[src/rtl/modmul7681_rr_sched.sv]
// Round-robin scheduler sharing one signed 13x13 multiplier and a 3-stage
// mod-7681 reduction pipeline among NREQ requesters. Issue is credit-gated
// against the result FIFO so the non-stallable pipeline never overflows it.
module modmul7681_rr_sched #(
  parameter int NREQ       = 4,
  parameter int FIFO_DEPTH = 8,
  parameter int IDW        = (NREQ > 1) ? $clog2(NREQ) : 1
) (
  input  logic                   clk,
  input  logic                   rst,
  input  logic [NREQ-1:0]        req_valid,
  input  logic [13*NREQ-1:0]     req_a,
  input  logic [13*NREQ-1:0]     req_b,
  output logic [NREQ-1:0]        req_ready,
  output logic                   res_valid,
  input  logic                   res_ready,
  output logic [IDW-1:0]         res_id,
  output logic signed [12:0]     res_c,
  output logic                   idle
);

  localparam int PW = $clog2(FIFO_DEPTH);
  localparam int CW = PW + 1;
  localparam logic [CW-1:0] FULL_CREDITS = CW'(FIFO_DEPTH);
  // floor(2^37 / 7681); quotient estimate is exact or one low, fixed in stage 3
  localparam logic signed [26:0] BARRETT_M = 27'sd17893367;
  localparam int BARRETT_K = 37;

  logic [CW-1:0]  credits;
  logic [IDW-1:0] rrPtr;
  logic           grantValid;
  logic [IDW-1:0] grantId;
  logic           popFire;

  // Round-robin search starting at rrPtr; lowest offset wins, only with credit left
  always_comb begin
    grantValid = 1'b0;
    grantId    = '0;
    if (credits != '0) begin
      for (int k = NREQ - 1; k >= 0; k--) begin
        if (req_valid[(int'(rrPtr) + k) % NREQ]) begin
          grantValid = 1'b1;
          grantId    = IDW'((int'(rrPtr) + k) % NREQ);
        end
      end
    end
  end

  assign req_ready = grantValid ? (NREQ'(1) << grantId) : '0;

  // Operand mux for the granted lane
  logic signed [12:0] selA, selB;
  assign selA = $signed(req_a[13*grantId +: 13]);
  assign selB = $signed(req_b[13*grantId +: 13]);

  // Datapath registers (no reset: contents only matter under a set valid bit)
  logic signed [24:0] mZ;
  logic signed [25:0] t1;
  logic signed [52:0] prod1;
  logic signed [15:0] r2;
  logic signed [12:0] outC;
  logic [IDW-1:0]     id0, id1, id2, id3;

  logic signed [25:0] tComb;
  logic signed [25:0] qComb;
  logic signed [15:0] rFix;

  // Offset by Q/2 so the floor quotient becomes a rounded one (centred residue)
  assign tComb = mZ + 26'sd3840;
  assign qComb = 26'(prod1 >>> BARRETT_K);

  // Final correction: remainder lies in [0, 2Q); fold once, then recentre
  always_comb begin
    rFix = r2;
    if (r2 >= 16'sd7681) begin
      rFix = r2 - 16'sd7681;
    end
  end

  // Multiply and three reduction stages, with the requester tag riding along
  always_ff @(posedge clk) begin
    mZ    <= selA * selB;
    id0   <= grantId;
    t1    <= tComb;
    prod1 <= tComb * BARRETT_M;
    id1   <= id0;
    r2    <= 16'(t1 - qComb * 26'sd7681);
    id2   <= id1;
    outC  <= 13'(rFix - 16'sd3840);
    id3   <= id2;
  end

  logic v0, v1, v2, v3;

  // Valid-bit shift register tracking ops through the pipeline
  always_ff @(posedge clk or posedge rst) begin
    if (rst) begin
      v0 <= 1'b0;
      v1 <= 1'b0;
      v2 <= 1'b0;
      v3 <= 1'b0;
    end else begin
      v0 <= grantValid;
      v1 <= v0;
      v2 <= v1;
      v3 <= v2;
    end
  end

  // Result FIFO: show-ahead, extra pointer bit distinguishes full from empty
  logic [IDW+12:0] fifoMem [FIFO_DEPTH];
  logic [PW:0]     wrPtr, rdPtr;
  logic [IDW+12:0] headWord;

  assign res_valid = (wrPtr != rdPtr);
  assign popFire   = res_valid & res_ready;
  assign headWord  = fifoMem[rdPtr[PW-1:0]];
  assign res_id    = res_valid ? headWord[IDW+12:13] : '0;
  assign res_c     = res_valid ? $signed(headWord[12:0]) : 13'sd0;

  // FIFO storage write; credits guarantee there is room whenever v3 is set
  always_ff @(posedge clk) begin
    if (v3) begin
      fifoMem[wrPtr[PW-1:0]] <= {id3, outC};
    end
  end

  // FIFO pointers
  always_ff @(posedge clk or posedge rst) begin
    if (rst) begin
      wrPtr <= '0;
      rdPtr <= '0;
    end else begin
      if (v3)      wrPtr <= wrPtr + 1'b1;
      if (popFire) rdPtr <= rdPtr + 1'b1;
    end
  end

  // Credit counter and round-robin pointer
  always_ff @(posedge clk or posedge rst) begin
    if (rst) begin
      credits <= FULL_CREDITS;
      rrPtr   <= '0;
    end else begin
      if (grantValid && !popFire) begin
        credits <= credits - CW'(1);
      end else if (popFire && !grantValid) begin
        credits <= credits + CW'(1);
      end
      if (grantValid) begin
        rrPtr <= (int'(grantId) == NREQ - 1) ? '0 : grantId + IDW'(1);
      end
    end
  end

  assign idle = (credits == FULL_CREDITS);

endmodule

[config.mk]
export PLATFORM = sky130hd
export DESIGN_NAME = modmul7681_rr_sched
export DESIGN_NICKNAME = d
export VERILOG_FILES = /design/src/rtl/modmul7681_rr_sched.sv
export SDC_FILE = /design/constraint.sdc
export NUM_CORES = 2
export LEC_CHECK = 0
export CAP_MARGIN = 30
export CORE_ASPECT_RATIO = 1.4
export CORE_MARGIN = 5
export CORE_UTILIZATION = 60
export CTS_BUF_LIST = sky130_fd_sc_hd__clkbuf_4
export CTS_CLUSTER_SIZE = 24
export DETAILED_ROUTE_END_ITERATION = 7
export GPL_TIMING_DRIVEN = 0
export PLACE_DENSITY_LB_ADDON = 0.3
export SLEW_MARGIN = 20
export SYNTH_ARGS = -nofsm -noshare
export SYNTH_HDL_FRONTEND = slang
export SYNTH_SLANG_ARGS = --single-unit
[constraint.sdc]
create_clock -name clk -period 19.74 [get_ports clk]
set_clock_uncertainty 0.2 [all_clocks]
set_input_delay 1.974 -clock clk [delete_from_list [all_inputs] [get_ports clk]]
set_output_delay 1.974 -clock clk [all_outputs]
set_load 0.01 [all_outputs]
==> impl_metrics.tcl <==
set metrics [dict create \
    grt_pass1_wl_um 102000 \
    slowest_stage "clkdlybuf4s50_1" \
    dp.cells 3409 \
    ys_seq_area_share_pct 21.5 \
    num_vias 18800 \
    ctsHoldBuffers 0 \
    overflow 0 \
    cts_sinks 231 \
    endpoint_kind "flip-flop" \
    netlist_area_sq_mm 0.0275 \
    start_util_pct 60.2 \
    drc 0 \
    clkTransAtPathRegs_ns 0.07 \
    ctsRootBufferMaster "clkbuf_4" \
    max_freq_mhz 98.0 \
    wl_per_cell_um 17.6 \
    synth_seq_cells 231 \
    ys.flop_type "edfxtp_1" \
    rows 93 \
    slew_headroom_pct 33.6 \
    worstPathRequired_ns 20.14 \
    h-tree-depth 2 \
    final.period_utilization_pct 51.7 \
    track_usage_pct 25.3 \
    io_pins 132 \
    place_congestion 0.939 \
    finalHoldViolCount 0 \
    post_cts_resize_count 0 \
    synth_nets 3534 \
    numPortBuffers 131 \
    netlist_instances 2644 \
    cts_setup_buffers 0 \
    final_cells 3514 \
    cts.path.max_buffers 3 \
    setup_viol 0 \
    worst-path-max-fanout 10 \
    grt_start_max_net_pins 21 \
    dp_hpwl_um 52500 \
    worstMarginPinSlew_ns 0.992 \
    crit_type "in2reg" \
    crit_top_cell "fa_1" \
    drtAntennaViolNets 0 \
    dieWidth_um 191 \
    finalSetupTns_ns 0 \
    coreArea_sq_mm 0.0457 \
    critPathLaunchType "primary input" \
    drive_above_1_share_pct 6.77 \
    dieArea_sq_mm 0.0503 \
    grt_pass1_vias 21000 \
    post-route-util_pct 67.1 \
    die_h_um 263 \
    synth.yosys.warnings 0 \
    synth.distinct_cells 64 \
    dr.pass1.iters 8 \
    avgSynthCellArea_sq_um 10.4 \
    drt-vias-per-instance 5.35 \
    max-cap-violations 0 \
    hold_class "reg2reg" \
    worstPathArrival_ns 10.61 \
    status "finished, final reports clean" \
    nets 3742 \
    synth_edf_count 120 \
    synthArstFlopShare_pct 7.79 \
    syn_to_final_growth_pct 11.5 \
    antenna_found_initial 1 \
    max_stage_delay_ns 0.58 \
    drtIter0Drc 996 \
    clk_latency_ns 0.74 \
    numCtsBuffers 52 \
    post-route-min-period_ns 10.20 \
    cts_tree "built" \
    rsz0062_at_grt "false" \
    slew_viol_final 0 \
    wl_um 61800 \
]
## sequential cells by signal, summed over array words and instances (netlist names)
register / flops
wrPtr: 4
mZ: 25
t1: 15
v1: 1
credits: 4
v2: 1
id3: 2
v0: 1
v3: 1
outC: 13
id0: 2
r2: 16
id2: 2
prod1: 16
id1: 2
rrPtr: 2
rdPtr: 4
fifoMem: 120
## metrics by stage
step | worst slack [ns] | hold slack (ns) | area (sq um)
after floorplan | 10.99 | 0.110 | 27500
after global routing | 8.97 | 0.132 | 30700
after detailed placement | 8.96 | 0.113 | 29900
after CTS | 9.71 | 0.126 | 30600
after global placement | 9.01 | 0.110 | 29600
final | 9.54 | 0.114 | 30700
## path summary, 6_finish.rpt
kind | start | end | slack, ns | cells after the start
setup reg to reg | mZ[8] | prod1[50] | 9.90 | 31
hold / removal | id2[0] | id3[0] | 0.11 | 0
setup / recovery | req_valid[3] | mZ[23] | 9.54 | 30
hold reg to reg | id2[0] | id3[0] | 0.11 | 0
max in group asynchronous | rst | rrPtr[0] | 17.46 | 2
min in group asynchronous | rst | credits[0] | 1.43 | 2
## cells by family after synthesis
family / count (synthesis) / synth area share, %
adders and majority gates: 779 / 46.8
xor gates and xnor gates: 137 / 4.36
buffers and inverters: 756 / 10.4
AOI/OAI and AO/OA: 240 / 5.73
DFF: 231 / 21.5
and+or+nand+nor: 422 / 6.95
muxes: 79 / 4.27
## worst max-delay path: cells and delay by family
family / cells / cell delay (ns)
simple gates: 5 / 0.76
xor+xnor: 1 / 0.12
compound gates: 9 / 2.17
fa+ha+maj: 7 / 3.36
buf+inv: 8 / 2.19
## layer usage
layer  global-route usage [%]  up-vias  routed length, um  share of wire [%]
met1                     29.4     9396              22900                 37
met5                        0        -                  0                  0
met2                     46.5      485              33400                 54
li1                         -     8752                  -                  -
met4                     10.7        0               3030                4.9
met3                     3.32      176               2500                4.1
## cells in the final DEF, fill, tap and decap left out, types with 36 or more instances in the layout
cell type,count
a21oi_1,53
clkbuf_4,79
clkdlybuf4s50_1,131
dfxtp_1,93
edfxtp_1,120
fa_1,420
ha_1,359
inv_1,711
mux2i_1,41
nand2_1,141
nor2_1,134
o21ai_0,36
xnor2_1,82
xor2_1,49
## synth_stat cells, types with 37 or more instances
cell type,count,area [sq um]
a21oi_1,53,265
xor2_1,53,464
fa_1,420,8410
inv_1,711,2670
dfxtp_1,93,1860
mux2i_1,41,410
o21ai_0,37,185
nor2_1,140,526
nand2_1,141,529
ha_1,359,4490
xnor2_1,84,736
edfxtp_1,120,3600
## cell type report
type                            count  area (sq um)
Clock buffer                       79           593
Tap cell                          617           772
Sequential cell                   231          5920
Multi-Input combinational cell   1657         18900
Antenna cell                        1          2.50
Inverter                          714          2680
Timing Repair Buffer              154          1550
Clock inverter                     19           151
Buffer                             42           170
Fill cell                        3422         15000
Power is left out: the tool's default activity adds up to more than one toggle a clock period on the data nets, which glitch-free logic cannot reach.
